## src/rtl/spi_pkg.sv

```systemverilog
// Shared widths, divider setting and master state encoding for the SPI loopback pair.
package spi_pkg;
  localparam int unsigned DATA_W  = 12;
  localparam int unsigned CLK_DIV = 10;
  localparam int unsigned DIV_W   = $clog2(CLK_DIV);
  localparam int unsigned BIT_W   = $clog2(DATA_W + 1);

  typedef enum logic {IDLE, SEND} mst_state_e;
endpackage

```

## src/rtl/spi_if.sv

```systemverilog
// Request/response bundle of the SPI loopback: word in with request, word out with done.
interface spi_if;
  logic                        newd;
  logic [spi_pkg::DATA_W-1:0]  din;
  logic [spi_pkg::DATA_W-1:0]  dout;
  logic                        done;

  modport master (output newd, output din, input dout, input done);
  modport slave  (input newd, input din, output dout, output done);
endinterface

```

## src/rtl/spi_master.sv

```systemverilog
// SPI master: sclk divider with registered edge strobes, and an LSB-first serialiser
// that steps on every sclk rise.
module spi_master
  import spi_pkg::*;
(
  input  logic              clk,
  input  logic              rst,
  input  logic              newd_i,
  input  logic [DATA_W-1:0] din_i,
  output logic              cs_o,
  output logic              mosi_o,
  output logic              fall_stb_o
);

  logic [DIV_W-1:0]  div_q, div_d;
  logic              sclk, sclk_d;
  logic              rise_stb_q, rise_stb_d;
  logic              fall_stb_q, fall_stb_d;
  mst_state_e        state_q, state_d;
  logic [BIT_W-1:0]  cnt_q, cnt_d;
  logic [DATA_W-1:0] shreg_q, shreg_d;
  logic              cs_q, cs_d;
  logic              mosi_q, mosi_d;

  // Strobes are high in the first clk cycle of each new sclk level.
  always_comb begin
    div_d      = div_q + DIV_W'(1);
    sclk_d     = sclk;
    rise_stb_d = 1'b0;
    fall_stb_d = 1'b0;
    if (div_q == DIV_W'(CLK_DIV - 1)) begin
      div_d      = '0;
      sclk_d     = ~sclk;
      rise_stb_d = ~sclk;
      fall_stb_d = sclk;
    end
  end

  always_comb begin
    state_d = state_q;
    cnt_d   = cnt_q;
    shreg_d = shreg_q;
    cs_d    = cs_q;
    mosi_d  = mosi_q;
    if (rise_stb_q) begin
      unique case (state_q)
        IDLE: begin
          cs_d = 1'b1;
          if (newd_i) begin
            shreg_d = din_i;
            cs_d    = 1'b0;
            mosi_d  = din_i[0];
            cnt_d   = BIT_W'(1);
            state_d = SEND;
          end
        end
        SEND: begin
          if (cnt_q < BIT_W'(DATA_W)) begin
            mosi_d = shreg_q[cnt_q];
            cnt_d  = cnt_q + BIT_W'(1);
          end else begin
            cs_d    = 1'b1;
            mosi_d  = 1'b0;
            cnt_d   = '0;
            state_d = IDLE;
          end
        end
        default: state_d = IDLE;
      endcase
    end
  end

  always_ff @(posedge clk) begin
    if (rst) begin
      div_q      <= '0;
      sclk       <= 1'b0;
      rise_stb_q <= 1'b0;
      fall_stb_q <= 1'b0;
      state_q    <= IDLE;
      cnt_q      <= '0;
      shreg_q    <= '0;
      cs_q       <= 1'b1;
      mosi_q     <= 1'b0;
    end else begin
      div_q      <= div_d;
      sclk       <= sclk_d;
      rise_stb_q <= rise_stb_d;
      fall_stb_q <= fall_stb_d;
      state_q    <= state_d;
      cnt_q      <= cnt_d;
      shreg_q    <= shreg_d;
      cs_q       <= cs_d;
      mosi_q     <= mosi_d;
    end
  end

  assign cs_o       = cs_q;
  assign mosi_o     = mosi_q;
  assign fall_stb_o = fall_stb_q;

endmodule

```

## src/rtl/spi_slave.sv

```systemverilog
// SPI slave: samples mosi on each sclk fall while cs is low and publishes the
// assembled word with a one-sclk-period done pulse.
module spi_slave
  import spi_pkg::*;
(
  input  logic              clk,
  input  logic              rst,
  input  logic              fall_stb_i,
  input  logic              cs_i,
  input  logic              mosi_i,
  output logic [DATA_W-1:0] dout_o,
  output logic              done_o
);

  logic [BIT_W-1:0]  cnt_q, cnt_d;
  logic [DATA_W-1:0] data_q, data_d;
  logic [DATA_W-1:0] dout_q, dout_d;
  logic              done_q, done_d;

  always_comb begin
    cnt_d  = cnt_q;
    data_d = data_q;
    dout_d = dout_q;
    done_d = done_q;
    if (fall_stb_i) begin
      done_d = 1'b0;
      if (cs_i) begin
        cnt_d = '0;
      end else begin
        data_d[cnt_q] = mosi_i;
        if (cnt_q == BIT_W'(DATA_W - 1)) begin
          dout_d = data_d;
          done_d = 1'b1;
          cnt_d  = '0;
        end else begin
          cnt_d = cnt_q + BIT_W'(1);
        end
      end
    end
  end

  always_ff @(posedge clk) begin
    if (rst) begin
      cnt_q  <= '0;
      data_q <= '0;
      dout_q <= '0;
      done_q <= 1'b0;
    end else begin
      cnt_q  <= cnt_d;
      data_q <= data_d;
      dout_q <= dout_d;
      done_q <= done_d;
    end
  end

  assign dout_o = dout_q;
  assign done_o = done_q;

endmodule

```

## src/rtl/spi_top.sv

```systemverilog
// Self-contained SPI loopback: master serialises a word, slave reassembles it;
// the SPI wires never leave this block.
module spi_top
  import spi_pkg::*;
(
  input  logic  clk,
  input  logic  rst,
  spi_if.slave  bus
);

  logic cs;
  logic mosi;
  logic fall_stb;

  spi_master spi_m (
    .clk        (clk),
    .rst        (rst),
    .newd_i     (bus.newd),
    .din_i      (bus.din),
    .cs_o       (cs),
    .mosi_o     (mosi),
    .fall_stb_o (fall_stb)
  );

  spi_slave spi_s (
    .clk        (clk),
    .rst        (rst),
    .fall_stb_i (fall_stb),
    .cs_i       (cs),
    .mosi_i     (mosi),
    .dout_o     (bus.dout),
    .done_o     (bus.done)
  );

endmodule

```

## src/flat_wrapper.sv

```systemverilog
// flat-port wrapper written by rule: the top's interface ports become plain ports
module spi_top_flat import spi_pkg::*;
  (clk, rst, bus_newd, bus_din, bus_dout, bus_done);
  spi_if bus_i ();
  input  logic clk;
  input  logic rst;
  input wire logic [$bits(bus_i.newd)-1:0] bus_newd;
  input wire logic [$bits(bus_i.din)-1:0] bus_din;
  output wire logic [$bits(bus_i.dout)-1:0] bus_dout;
  output wire logic [$bits(bus_i.done)-1:0] bus_done;
  assign bus_i.newd = bus_newd;
  assign bus_i.din = bus_din;
  assign bus_dout = bus_i.dout;
  assign bus_done = bus_i.done;
  spi_top u_core (.clk(clk), .rst(rst), .bus(bus_i));
endmodule
```

## config.mk

```make
export PLATFORM = sky130hd
export DESIGN_NAME = spi_top_flat
export DESIGN_NICKNAME = d
export VERILOG_FILES = /design/src/rtl/spi_pkg.sv /design/src/rtl/spi_if.sv /design/src/rtl/spi_master.sv /design/src/rtl/spi_slave.sv /design/src/rtl/spi_top.sv /design/src/flat_wrapper.sv
export SDC_FILE = /design/constraint.sdc
export NUM_CORES = 1
export LEC_CHECK = 0
export CAP_MARGIN = 30
export CORE_UTILIZATION = 55
export CTS_CLUSTER_SIZE = 24
export DETAILED_ROUTE_END_ITERATION = 8
export GPL_TIMING_DRIVEN = 0
export PLACE_DENSITY = 0.79
export SKIP_CTS_REPAIR_TIMING = 1
export SLEW_MARGIN = 20
export SYNTH_ARGS = -nofsm -noshare
export SYNTH_HDL_FRONTEND = slang
export SYNTH_SLANG_ARGS = --single-unit
```

## constraint.sdc

```tcl
create_clock -name clk -period 2.9 [get_ports clk]
set_input_delay 0.435 -clock clk [delete_from_list [all_inputs] [get_ports clk]]
set_output_delay 0.435 -clock clk [all_outputs]
set_load 0.005 [all_outputs]
```

# --- After elaboration in Yosys (flattened, before gate mapping) ---
# Cells that the tools add are included.
word_totals:
  regBits: 55
  input_bits: 15
  out_inout_bits: 13
  wordCells: 57
classes:
  add_sub_neg: 3
  magnitude_cmp: 4
  eq_ne: 4
  n_mux: 21
  n_bitwise: 4
  n_reduce_logical: 8
ops:
  columns: ["operator", "n"]
  rows:
  - ["4-bit two-way mux", 4]
  - ["4-bit by 1-bit adder with 4-bit output, second input constant", 3]
  - ["12-bit bitwise mux", 1]
  - ["4-bit by 5-bit less-than comparator with 1-bit output, second input constant", 2]
  - ["1-bit two-way mux", 10]
  - ["4-bit == test, second input constant", 2]
  - ["4-bit case mux with 2 select lines", 1]
  - ["1-bit case mux with 2 select lines", 3]
  - ["2-bit AND reduction", 3]
  - ["3-bit AND reduction", 2]
  - ["1-bit binary-select mux with 4-bit select", 1]
  - ["1-bit demux with 4-bit select", 1]
  - ["4-bit by 1-bit >= comparator with 1-bit output, second input constant", 1]
  - ["4-bit less-than comparator, second input constant", 1]
  - ["2-bit != test, second input constant", 2]
  - ["1-bit inverter", 4]
  - ["2-bit OR reduction", 2]
  - ["1-bit logical AND", 1]

# --- Logic depth before layout (Yosys ltp) ---
# Gate-level depths: netlist (run 1).
depth:
  ltp_word: 5
  ltp_mapped: 6

# --- Hierarchy ---
# Synthesis (run 1) repeated with hierarchy kept, for this count alone.
unflattened:
  hier_cells: 277
  area_unflattened_um2: 2411.1
modules_own_cells:
  columns: ["mod", "instances", "cells_per_inst", "area_each_um2", "seq_area_each_um2"]
  rows:
  - ["spi_slave", 1, 147, 1280.0, 560.5]
  - ["spi_master", 1, 130, 1131.1, 520.5]

# --- Worst setup path after synthesis (run 1) ---
# Ideal clock, no wire load.
synth_timing:
  kind: "register -> register"
  startpoint: "reg u_core.spi_m.cnt_q[0]"
  endpoint: "reg u_core.spi_m.mosi_q (netlist: u_core.spi_m.mosi_o)"
  setup_ns: 0.127
  t_arrival_ns: 1.240
  t_required_ns: 2.773
  path_slack_ns: 1.533
  path_stages_with_launch: 6
  path_buffers: 1
  synth_period_minus_slack_ns: 1.367
  path_cell_list: "dfxtp_1 -> buf_6 -> mux4_2 -> o22ai_1 -> o31ai_1 -> o2bb2ai_1"
synth_between:
  elab_chain_len: 4
  word_cells_on_any_way: 5
  cone_classes: "order compare (1); mux (4)"
synth_rtl:
  columns: ["item", "line_no", "text"]
  rows:
  - ["start: declaration", "spi_master.sv:20", "logic [BIT_W-1:0] cnt_q, cnt_d;"]
  - ["start signal: assignment", "spi_master.sv:90", "cnt_q <= cnt_d;"]
  - ["1-bit binary-select mux with 4-bit select", "spi_master.sv:59", "mosi_d = shreg_q[cnt_q];"]
  - ["1-bit two-way mux (not written as such)", "spi_master.sv:59", null]
  - ["1-bit two-way mux (*)", "spi_master.sv:58", "if (cnt_q < BIT_W'(DATA_W)) begin"]
  - ["1-bit case mux with 2 select lines (*)", "spi_master.sv:46", "unique case (state_q)"]
  - ["end signal: assignment", "spi_master.sv:93", "mosi_q <= mosi_d;"]
  - ["end: declaration", "spi_master.sv:23", "logic mosi_q, mosi_d;"]
# Every way passes the cells marked *; elsewhere a longest branch is shown, timed or not. The select of a mux whose other input is x is not followed.
# A chain may end at the register's enable or synchronous reset.

# --- Worst setup path after layout (run 1) ---
layout_timing:
  startpoint: "in rst"
  endpoint: "reg u_core.spi_m.mosi_q (netlist: u_core.spi_m.mosi_o)"
layout_lines:
  columns: ["item", "line_no", "text"]
  rows:
  - ["start: declaration", "flat_wrapper.sv:6", "input logic rst;"]
# No word-level cell between the ends.

==> results of run 1 <==
[final cells by class]
type / instances / area [um^2] / area share
Multi-Input combinational cell: 190 / 1180 / 0.422
Sequential cell: 54 / 1080 / 0.385
Timing Repair Buffer: 27 / 270 / 0.0963
Buffer: 17 / 96.3 / 0.0343
Clock buffer: 7 / 86.3 / 0.0307
Tap cell: 50 / 62.6 / 0.0223
Inverter: 6 / 22.5 / 0.00802
Clock inverter: 1 / 5.00 / 0.00178
[sequential cells by signal, indices dropped and copies added (netlist names), 4 cells and up]
| name | cells |
|---|---|
| u_core.spi_m.cnt_q | 4 |
| u_core.spi_s.dout_o | 12 |
| u_core.spi_m.div_q | 4 |
| u_core.spi_s.cnt_q | 4 |
| u_core.spi_s.data_q | 11 |
| u_core.spi_m.shreg_q | 12 |
[worst reg2reg max path, delay by kind of cell (launching register included)]
kind | cells | cell delay [ps]
compound gates | 3 | 410
buf+inv | 1 | 150
flops | 1 | 360
mux | 1 | 490
[metal layers]
metal  track usage  part of all wire  up-vias
met3        0.0417             0.027       10
li1              -                 -      987
met2         0.423              0.49       32
met4         0.115             0.020        0
met5             0                 0        -
met1         0.301              0.47      917
[cell usage after synthesis (all sizes together)]
master   instances
a22oi            1
buf             12
a21oi           25
or2              1
a2bb2oi          1
o21ai            4
mux2i           11
nand3b           1
inv              6
and3             1
nand2b           2
nand2           50
nor3b            5
a31oi            1
o21bai           1
ha               7
dfxtp           54
a211oi          22
nor2            32
nor2b            1
o32ai            1
and2b            2
o22ai            1
o2bb2ai          1
clkbuf           5
o32a             1
mux4             2
xnor2            3
nand3            2
nor3             5
o31ai            1
mux2             2
nand4            1
and3b            1
a41oi            1
[power breakdown]
part | total, mW | switching (mW) | leakage, nW | internal [mW]
registers | 0.751 | 0.00506 | 0.436 | 0.746
logic | 0.0607 | 0.0294 | 0.514 | 0.0313
clock network | 0.432 | 0.239 | 0.0482 | 0.193
total | 1.24 | 0.273 | 0.998 | 0.970
[logic make-up after synthesis]
kind of cell	count (synthesis)
compound gates	61
flops	54
fa+ha+maj	7
mux	15
buf+inv	23
xor+xnor	3
simple gates	104
[how the worst max path moves through the flow]
stage | start | cells after the start | end
4_1_cts | rst | 4 | u_core.spi_s.data_q[1]$_SDFFE_PP0P_
6_report | rst | 4 | u_core.spi_m.mosi_o$_SDFFE_PP0P_
2_1_floorplan | u_core.spi_m.cnt_q[0]$_SDFFE_PP0P_ | 5 | u_core.spi_m.mosi_o$_SDFFE_PP0P_
5_1_grt | rst | 4 | u_core.spi_s.data_q[0]$_SDFFE_PP0P_
3_5_place_dp | rst | 4 | u_core.spi_s.data_q[0]$_SDFFE_PP0P_
3_3_place_gp | rst | 4 | u_core.spi_s.data_q[0]$_SDFFE_PP0P_
==> results_dict.tcl, run 1 <==
set metrics [dict create \
    ys_seq_area_frac 0.454 \
    ant_nets 0 \
    largest_family_of_logic_cells_by_synthesized_area "simple AND/OR/NAND/NOR gates" \
    yosys-top-cells-area "sky130_fd_sc_hd__dfxtp_1, sky130_fd_sc_hd__nand2_1, sky130_fd_sc_hd__a21oi_1" \
    synth_simple_gate_area_frac 0.192 \
    syn2layout_area_growth_pct 17.8 \
    final_core_utilization 0.687 \
    finalInstanceArea_um2 2810 \
    drt_pass1_iterations 4 \
    cts.path.max_buffers 2 \
    fin_crit_ps 1610 \
    synthDominantCellAreaShare 0.454 \
    fin_crit_sh 0.554 \
    syn_nets 289 \
    yosys-mux-area-fraction 0.0761 \
    synth_compound_gate_area_share 0.181 \
    critical-path-slowest-cell "sky130_fd_sc_hd__clkdlybuf4s50_1" \
    grt_util_all_layers 0.247 \
    antenna_fix_cells 0 \
    min_from "u_core.spi_m.shreg_q[0]$_SDFFE_PP0P_" \
    cts-htree-levels 2 \
    cp_slowest_stage_delay_ps 510 \
    worst_ep_required_time_ps 3080 \
    rsz0062_at_grt "no" \
    via_count_of_the_first_global_routing_pass 1890 \
    crit_path_cell_trace "clkdlybuf4s50_1 -> buf_2 -> buf_1 -> o2bb2ai_1" \
    cts_root_buffer "sky130_fd_sc_hd__clkbuf_8" \
    port_buffer_cells 27 \
    gp_routability_congestion 0.790 \
    worst_slew_pin_slew_ps 622 \
    max_cap_violation_count 0 \
    route.vias.total 1946 \
    congestion_overflow_gr 0 \
    detailedPlace.worstSlack_ps 941 \
    core_um2 4090 \
    crit_path_max_fanout 10 \
    post_dp_cell_area_um2 2720 \
    whs_endpoint "u_core.spi_m.shreg_q[0]$_SDFFE_PP0P_" \
    totalPowerFinal_mw 1.24 \
    drive_above_1_share 0.103 \
    vdd.ir_drop.worst_uv 237 \
    syn_area_um2 2380 \
    layout.cells.most_common "sky130_fd_sc_hd__dfxtp_1" \
    synth-xor-area-share 0.0110 \
    dpl.cell_count 344 \
    setup.worst_path.class "primary input to flip-flop" \
    clock.fmax_mhz 622 \
    hold_class "flip-flop to flip-flop" \
    place_hpwl_um 3550 \
    mostFrequentLayoutCells "sky130_fd_sc_hd__dfxtp_1, sky130_fd_sc_hd__nand2_1, sky130_fd_sc_hd__nor2_1" \
    yosys.area_share.adder 0.0367 \
    numCtsBuffers 5 \
    path_delay_family "buffers and inverters" \
    initial_utilization 0.583 \
    yosysWarnings 0 \
    reg2reg_from "u_core.spi_m.cnt_q[0]$_SDFFE_PP0P_" \
    grt_max_degree 16 \
    die_y_um 67.8 \
    leakage_nw 0.998 \
    first_iter_violations 102 \
    ioPinCount 28 \
    cts_tree "done" \
    post_layout_nonfiller_instances 352 \
    cts.sinks 54 \
    syn_inst 267 \
    synth_seq_cells 54 \
    crit_path_end_kind "flip-flop" \
    grt_pass1_wl_um 8400 \
    max-slew-margin-rel 0.585 \
    power.density_nw_per_um2 443 \
    drv_slew 0 \
    finalClockSkew_ps 7.69 \
    drc 0 \
    die_width_um 67.8 \
    synth.lib_cells_used.distinct 41 \
    final_hold_viol_count 0 \
    category_of_the_worst_setup_path_launch_point "primary input" \
    timing.critical_path.buf_inv 3 \
    setup_tns_ps 0 \
    fp-row-count 23 \
    synth_area_leader_cell "sky130_fd_sc_hd__dfxtp_1" \
    design.die.area_um2 4600 \
    worst_skew_pair_later_pin_latency_ps 310 \
    final_net_count 323 \
    antenna_found_initial 0 \
    min_delay_path_depth 2 \
    path_clk_slew_ps 90 \
    setup_viol 0 \
    syn_area_per_cell_um2 8.93 \
    routed_length_per_instance_um 13.9 \
    reg2reg_depth 5 \
    timing.hold.ws_ps 461 \
    layout.filler_cells 341 \
    worst_ep_arrival_time_ps 1790 \
    routed_via_density 5.53 \
    final_critical_path_setup_slack_ps 1290 \
    rr_endpoint "u_core.spi_m.mosi_o$_SDFFE_PP0P_" \
    outcome "completed" \
    timing.reg2reg.setup_slack_ps 1370 \
    wirelength_um 4900 \
]
Note: power is estimated with default switching activity, not from simulation.
==> run 2, diff against run 1 <==
--- a/config.mk
+++ b/config.mk
@@ -6,11 +6,11 @@
 export NUM_CORES = 1
 export LEC_CHECK = 0
 export CAP_MARGIN = 30
-export CORE_UTILIZATION = 55
+export CORE_UTILIZATION = 49
 export CTS_CLUSTER_SIZE = 24
 export DETAILED_ROUTE_END_ITERATION = 8
 export GPL_TIMING_DRIVEN = 0
-export PLACE_DENSITY = 0.79
+export PLACE_DENSITY = 0.74
 export SKIP_CTS_REPAIR_TIMING = 1
 export SLEW_MARGIN = 20
 export SYNTH_ARGS = -nofsm -noshare
==> constraint.sdc (replaced) <==
create_clock -name clk -period 1.35 [get_ports clk]
set_input_delay 0.2025 -clock clk [delete_from_list [all_inputs] [get_ports clk]]
set_output_delay 0.2025 -clock clk [all_outputs]
set_load 0.005 [all_outputs]
==> results_dict.tcl, run 2 (synthesis gave the netlist of run 1 again) <==
set metrics [dict create \
    fin_crit_sh 1.04 \
    cts.sinks 54 \
    finalClockSkew_ps 16.8 \
    hold_class "primary input to flip-flop" \
    post_dp_cell_area_um2 2720 \
    totalPowerFinal_mw 3.06 \
    drive_above_1_share 0.276 \
    final_critical_path_setup_slack_ps -56.4 \
    drv_slew 0 \
    crit_path_max_fanout 5 \
    layout.cells.most_common "sky130_fd_sc_hd__nand2_1" \
    worst_skew_pair_later_pin_latency_ps 310 \
    worst_slew_pin_slew_ps 596 \
    fin_crit_ps 1410 \
    setup_tns_ps -56.4 \
    path_clk_slew_ps 100 \
    place_hpwl_um 3410 \
    antenna_found_initial 0 \
    cp_slowest_stage_delay_ps 500 \
    layout.filler_cells 396 \
    grt_max_degree 17 \
    core_um2 4690 \
    ioPinCount 28 \
    port_buffer_cells 27 \
    wirelength_um 5170 \
    setup.worst_path.class "flip-flop to flip-flop" \
    outcome "complete, but fails checks" \
    fp-row-count 25 \
    cts_tree "done" \
    initial_utilization 0.508 \
    routed_via_density 5.48 \
    cts_root_buffer "sky130_fd_sc_hd__clkbuf_8" \
    gp_routability_congestion 0.784 \
    crit_path_cell_trace "buf_6 -> mux4_2 -> o22ai_2 -> o31ai_2 -> o2bb2ai_1" \
    design.die.area_um2 5150 \
    vdd.ir_drop.worst_uv 755 \
    drc 0 \
    power.density_nw_per_um2 997 \
    max-slew-margin-rel 0.602 \
    grt_util_all_layers 0.201 \
    syn2layout_area_growth_pct 28.7 \
    leakage_nw 1.29 \
    final_hold_viol_count 0 \
    routed_length_per_instance_um 14.4 \
    rsz0062_at_grt "yes" \
    grt_pass1_wl_um 8120 \
    antenna_fix_cells 0 \
    setup_viol 1 \
    worst_ep_arrival_time_ps 1610 \
    violations "negative setup slack" \
    clock.fmax_mhz 711 \
    final_net_count 325 \
    timing.critical_path.buf_inv 1 \
    die_width_um 71.7 \
    via_count_of_the_first_global_routing_pass 1823 \
    cts.path.max_buffers 2 \
    congestion_overflow_gr 0 \
    finalInstanceArea_um2 3070 \
    route.vias.total 1962 \
    crit_path_end_kind "flip-flop" \
    path_delay_family "multiplexers" \
    mostFrequentLayoutCells "sky130_fd_sc_hd__nand2_1, sky130_fd_sc_hd__dfxtp_1, sky130_fd_sc_hd__nor2_1" \
    ant_nets 0 \
    critical-path-slowest-cell "sky130_fd_sc_hd__mux4_2" \
    category_of_the_worst_setup_path_launch_point "flip-flop" \
    die_y_um 71.7 \
    max_cap_violation_count 0 \
    drt_pass1_iterations 4 \
    numCtsBuffers 5 \
    worst_ep_required_time_ps 1560 \
    cts-htree-levels 2 \
    first_iter_violations 135 \
]
run 2: final timing paths:
| kind | from | to | slack, ps | cells after the start |
|---|---|---|---|---|
| max | u_core.spi_m.cnt_q[0]$_SDFFE_PP0P_ | u_core.spi_m.mosi_o$_SDFFE_PP0P_ | -60 | 5 |
| max reg2reg | u_core.spi_m.cnt_q[0]$_SDFFE_PP0P_ | u_core.spi_m.mosi_o$_SDFFE_PP0P_ | -60 | 5 |
| min reg2reg | u_core.spi_s.data_q[3]$_SDFFE_PP0P_ | u_core.spi_s.dout_o[3]$_SDFFE_PP0P_ | 450 | 2 |
| min | bus_din[5] | u_core.spi_m.shreg_q[5]$_SDFFE_PP0P_ | 430 | 3 |
run 2: stage by stage:
stage / setup WS, ps / std cells / hold slack (ps) / util
after CTS: -147 / 356 / 425 / 0.610
final: -56.4 / 358 / 429 / 0.654
after floorplan: 0.837 / 267 / 338 / -
after global routing: -108 / 358 / 440 / 0.654
after global placement: -377 / 348 / 440 / 0.580
after detailed placement: -374 / 348 / 446 / 0.580
run 2: metal layers:
metal	share of wire	vias to the layer above	wire length, um	track usage
met5	0	-	0	0
met2	0.48	32	2500	0.356
li1	-	989	-	-
met3	0.037	5	190	0.0464
met1	0.47	936	2420	0.243
met4	0.010	0	52	0.0566
run 2: final cells by class:
class                      count  area (um^2)  share of cell area
timing repair buffer          31          350               0.114
buffer                        15          103              0.0334
inverter                       6         22.5             0.00734
clock inverter                 2         60.1              0.0196
clock buffer                   6         82.6              0.0269
sequential                    54         1110               0.363
multi-input combinational    190         1270               0.414
tap                           54         67.6              0.0220
run 2: power breakdown:
part           total, mW  internal [mW]  switching, mW
sequential          1.61           1.60         0.0100
clock               1.31          0.791          0.521
combinational      0.141         0.0755         0.0659
run 2: worst reg2reg max path, cell delays in order, from the launching register on:
cell and delay, ps:
sky130_fd_sc_hd__dfxtp_2 350, sky130_fd_sc_hd__buf_6 120, sky130_fd_sc_hd__mux4_2 500, sky130_fd_sc_hd__o22ai_2 120
sky130_fd_sc_hd__o31ai_2 90, sky130_fd_sc_hd__o2bb2ai_1 130
==> run 3, diff against run 2 <==
--- a/config.mk
+++ b/config.mk
@@ -6,13 +6,15 @@
 export NUM_CORES = 1
 export LEC_CHECK = 0
 export CAP_MARGIN = 30
-export CORE_UTILIZATION = 49
+export CORE_UTILIZATION = 50
+export CTS_CLUSTER_DIAMETER = 150
 export CTS_CLUSTER_SIZE = 24
 export DETAILED_ROUTE_END_ITERATION = 8
 export GPL_TIMING_DRIVEN = 0
-export PLACE_DENSITY = 0.74
+export PLACE_DENSITY = 0.75
 export SKIP_CTS_REPAIR_TIMING = 1
 export SLEW_MARGIN = 20
 export SYNTH_ARGS = -nofsm -noshare
 export SYNTH_HDL_FRONTEND = slang
+export SYNTH_HIERARCHICAL = 1
 export SYNTH_SLANG_ARGS = --single-unit
==> results_dict.tcl, run 3 <==
set metrics [dict create \
    ioPinCount 28 \
    antenna_fix_cells 0 \
    sequential_share_of_power 0.608 \
    drive_above_1_share 0.234 \
    congestion_overflow_gr 0 \
    design.die.area_um2 5100 \
    power.clock.fraction 0.353 \
    setup.worst_path.class "flip-flop to flip-flop" \
    fin_crit_sh 1.07 \
    first_iter_violations 191 \
    finalClockSkew_ps 9.62 \
    syn_nets 299 \
    synth_enable_flop_cells 0 \
    synth.lib_cells_used.distinct 45 \
    max_cap_violation_count 0 \
    postSynth.topFlopCell "sky130_fd_sc_hd__dfxtp_1" \
    routed_via_density 5.69 \
    worst_ep_required_time_ps 1540 \
    yosysWarnings 6 \
    synthDominantCellAreaShare 0.448 \
    worst_skew_pair_later_pin_latency_ps 310 \
    cts-htree-levels 2 \
    syn_inst 277 \
    async_flop_share 0 \
    yosys-top-cells-area "sky130_fd_sc_hd__dfxtp_1, sky130_fd_sc_hd__a21oi_1, sky130_fd_sc_hd__nand2_1" \
    worst_ep_arrival_time_ps 1640 \
    wirelength_um 5610 \
    reg2reg_from "u_core/spi_m/cnt_q[0]$_SDFFE_PP0P_" \
    critical-path-slowest-cell "sky130_fd_sc_hd__dfxtp_2" \
    vdd.ir_drop.worst_uv 567 \
    intPower_mw 2.06 \
    syn_area_per_cell_um2 8.70 \
    category_of_the_worst_setup_path_launch_point "flip-flop" \
    mostFrequentLayoutCells "sky130_fd_sc_hd__nand2_1, sky130_fd_sc_hd__dfxtp_1, sky130_fd_sc_hd__a21oi_1" \
    grt_max_degree 17 \
    numCtsBuffers 5 \
    reg2reg_depth 5 \
    fin_crit_ps 1450 \
    post-synth-top-count-cell "sky130_fd_sc_hd__dfxtp_1" \
    totalPowerFinal_mw 2.64 \
    min_delay_path_depth 3 \
    worst_slew_pin_slew_ps 517 \
    die_y_um 71.4 \
    crit_path_end_kind "flip-flop" \
    ys_seq_area_frac 0.448 \
    place_hpwl_um 3580 \
    top_layer_used "met4" \
    cts.sinks 54 \
    cts_tree "done" \
    rsz0062_at_grt "yes" \
    initial_utilization 0.535 \
    syn2layout_area_growth_pct 29.2 \
    via_count_of_the_first_global_routing_pass 1932 \
    ant_nets 0 \
    final_hold_viol_count 0 \
    die_width_um 71.4 \
    synth_commonest_cells "sky130_fd_sc_hd__dfxtp_1, sky130_fd_sc_hd__nand2_1, sky130_fd_sc_hd__a21oi_1" \
    layout.cells.most_common "sky130_fd_sc_hd__nand2_1" \
    synth_area_leader_cell "sky130_fd_sc_hd__dfxtp_1" \
    max-slew-margin-rel 0.655 \
    drc 0 \
    gp_routability_congestion 0.866 \
    switching_power_mw 0.575 \
    drv_slew 0 \
    clock.fmax_mhz 691 \
    drt_pass1_iterations 4 \
    final_net_count 341 \
    synth_seq_cells 54 \
    antenna_found_initial 0 \
    outcome "complete, but fails checks" \
    violations "negative setup slack" \
    route.vias.total 2115 \
    met1_length_um 2760 \
    cts_root_buffer "sky130_fd_sc_hd__clkbuf_8" \
    met2RoutedLength_um 2500 \
    hold_class "primary input to flip-flop" \
    grt_util_all_layers 0.216 \
    power.switching_fraction 0.218 \
    crit_path_cell_trace "buf_6 -> mux2_2 -> nor3b_1 -> o31ai_1 -> o2bb2ai_1" \
    timing.reg2reg.setup_slack_ps -100 \
    beginning_of_the_critical_path "u_core/spi_m/cnt_q[0]$_SDFFE_PP0P_" \
    routed_length_per_instance_um 15.1 \
    dr_wl_met3_um 286 \
    crit_path_max_fanout 6 \
    final_critical_path_setup_slack_ps -97.2 \
    fp-row-count 24 \
    path_clk_slew_ps 90 \
    cp_slowest_stage_delay_ps 350 \
    layout.filler_cells 361 \
    core_um2 4500 \
    grt_pass1_wl_um 8740 \
    p_comb_frac 0.038 \
    setup_viol 4 \
    timing.hold.ws_ps 437 \
    min_from "bus_din[8]" \
    cts.path.max_buffers 2 \
    syn_area_um2 2410 \
    port_buffer_cells 27 \
    leakage_nw 1.32 \
    power.density_nw_per_um2 847 \
]
## run 3: cell count changes in the layout (fill, tap and decap cells not counted), sizes merged, moves of 3 or more
cell,change
mux2i,-4
buf,+8
o21ai,+11
nand2,-6
o22ai,+3
nor2,-21
a211oi,-18
a21oi,+9
a22oi,+3
nand3,+13
nand3b,+4
inv,+4
## run 3: power groups by stage
stage               registers, mW  logic (mW)  clock network, mW
finish                       1.60       0.101              0.932
global placement             1.64      0.0966                  0
detailed placement           1.65      0.0973                  0
CTS                          1.61      0.0979              0.965
floorplan                    1.64      0.0409                  0
global route                 1.61       0.112               1.02
## run 3: worst paths after layout
kind                                     endpoint
max              u_core/spi_m/mosi_o$_SDFFE_PP0P_
min          u_core/spi_m/shreg_q[8]$_SDFFE_PP0P_
max reg2reg      u_core/spi_m/mosi_o$_SDFFE_PP0P_
min reg2reg   u_core/spi_s/dout_o[6]$_SDFFE_PP0P_
## run 3: metrics by stage
step	cell area, um^2	setup slack [ps]	util	setup TNS (ps)	instances
detailed placement	2750	-452	0.610	-11010	356
floorplan	2410	4.75	-	0	277
global placement	2750	-438	0.610	-10530	356
global route	3120	-137	0.692	-504	372
finish	3120	-97.2	0.692	-121	372
CTS	2840	-296	0.631	-4600	364
## run 3: cells by family (layout without fill, tap and decap cells)
| kind of cell | Yosys count | after routing | share of synthesized area |
|---|---|---|---|
| and+or+nand+nor | 97 | 97 | 0.205 |
| AOI/OAI and AO/OA | 75 | 75 | 0.184 |
| DFF | 54 | 54 | 0.448 |
| buffers and inverters | 30 | 73 | 0.0555 |
| muxes | 12 | 12 | 0.0633 |
| adders and majority gates | 7 | 7 | 0.0363 |
| xor gates and xnor gates | 2 | 2 | 0.00727 |
## run 3: layout make-up
class | count | area, um^2 | share of cell area
clock buffers | 6 | 82.6 | 0.0265
inverters | 10 | 37.5 | 0.0120
clock inverters | 2 | 12.5 | 0.00402
well taps | 52 | 65.1 | 0.0209
plain buffers | 20 | 145 | 0.0466
repair buffers | 35 | 362 | 0.116
multi-input cells | 193 | 1310 | 0.420
flip-flops and latches | 54 | 1100 | 0.354
## run 3: critical path: cells and delay by family (launching register included)
family	cells	cell delay (ps)
buffers and inverters	1	130
flip-flops	1	350
AO/OA/AOI/OAI	2	250
multiplexers	1	340
AND/OR/NAND/NOR	1	280
## run 3: metal layers
metal	global-route usage	up-vias
met1	0.307	991
met4	0.0756	0
met3	0.0492	7
li1	-	1059
met2	0.325	58
met5	0	-
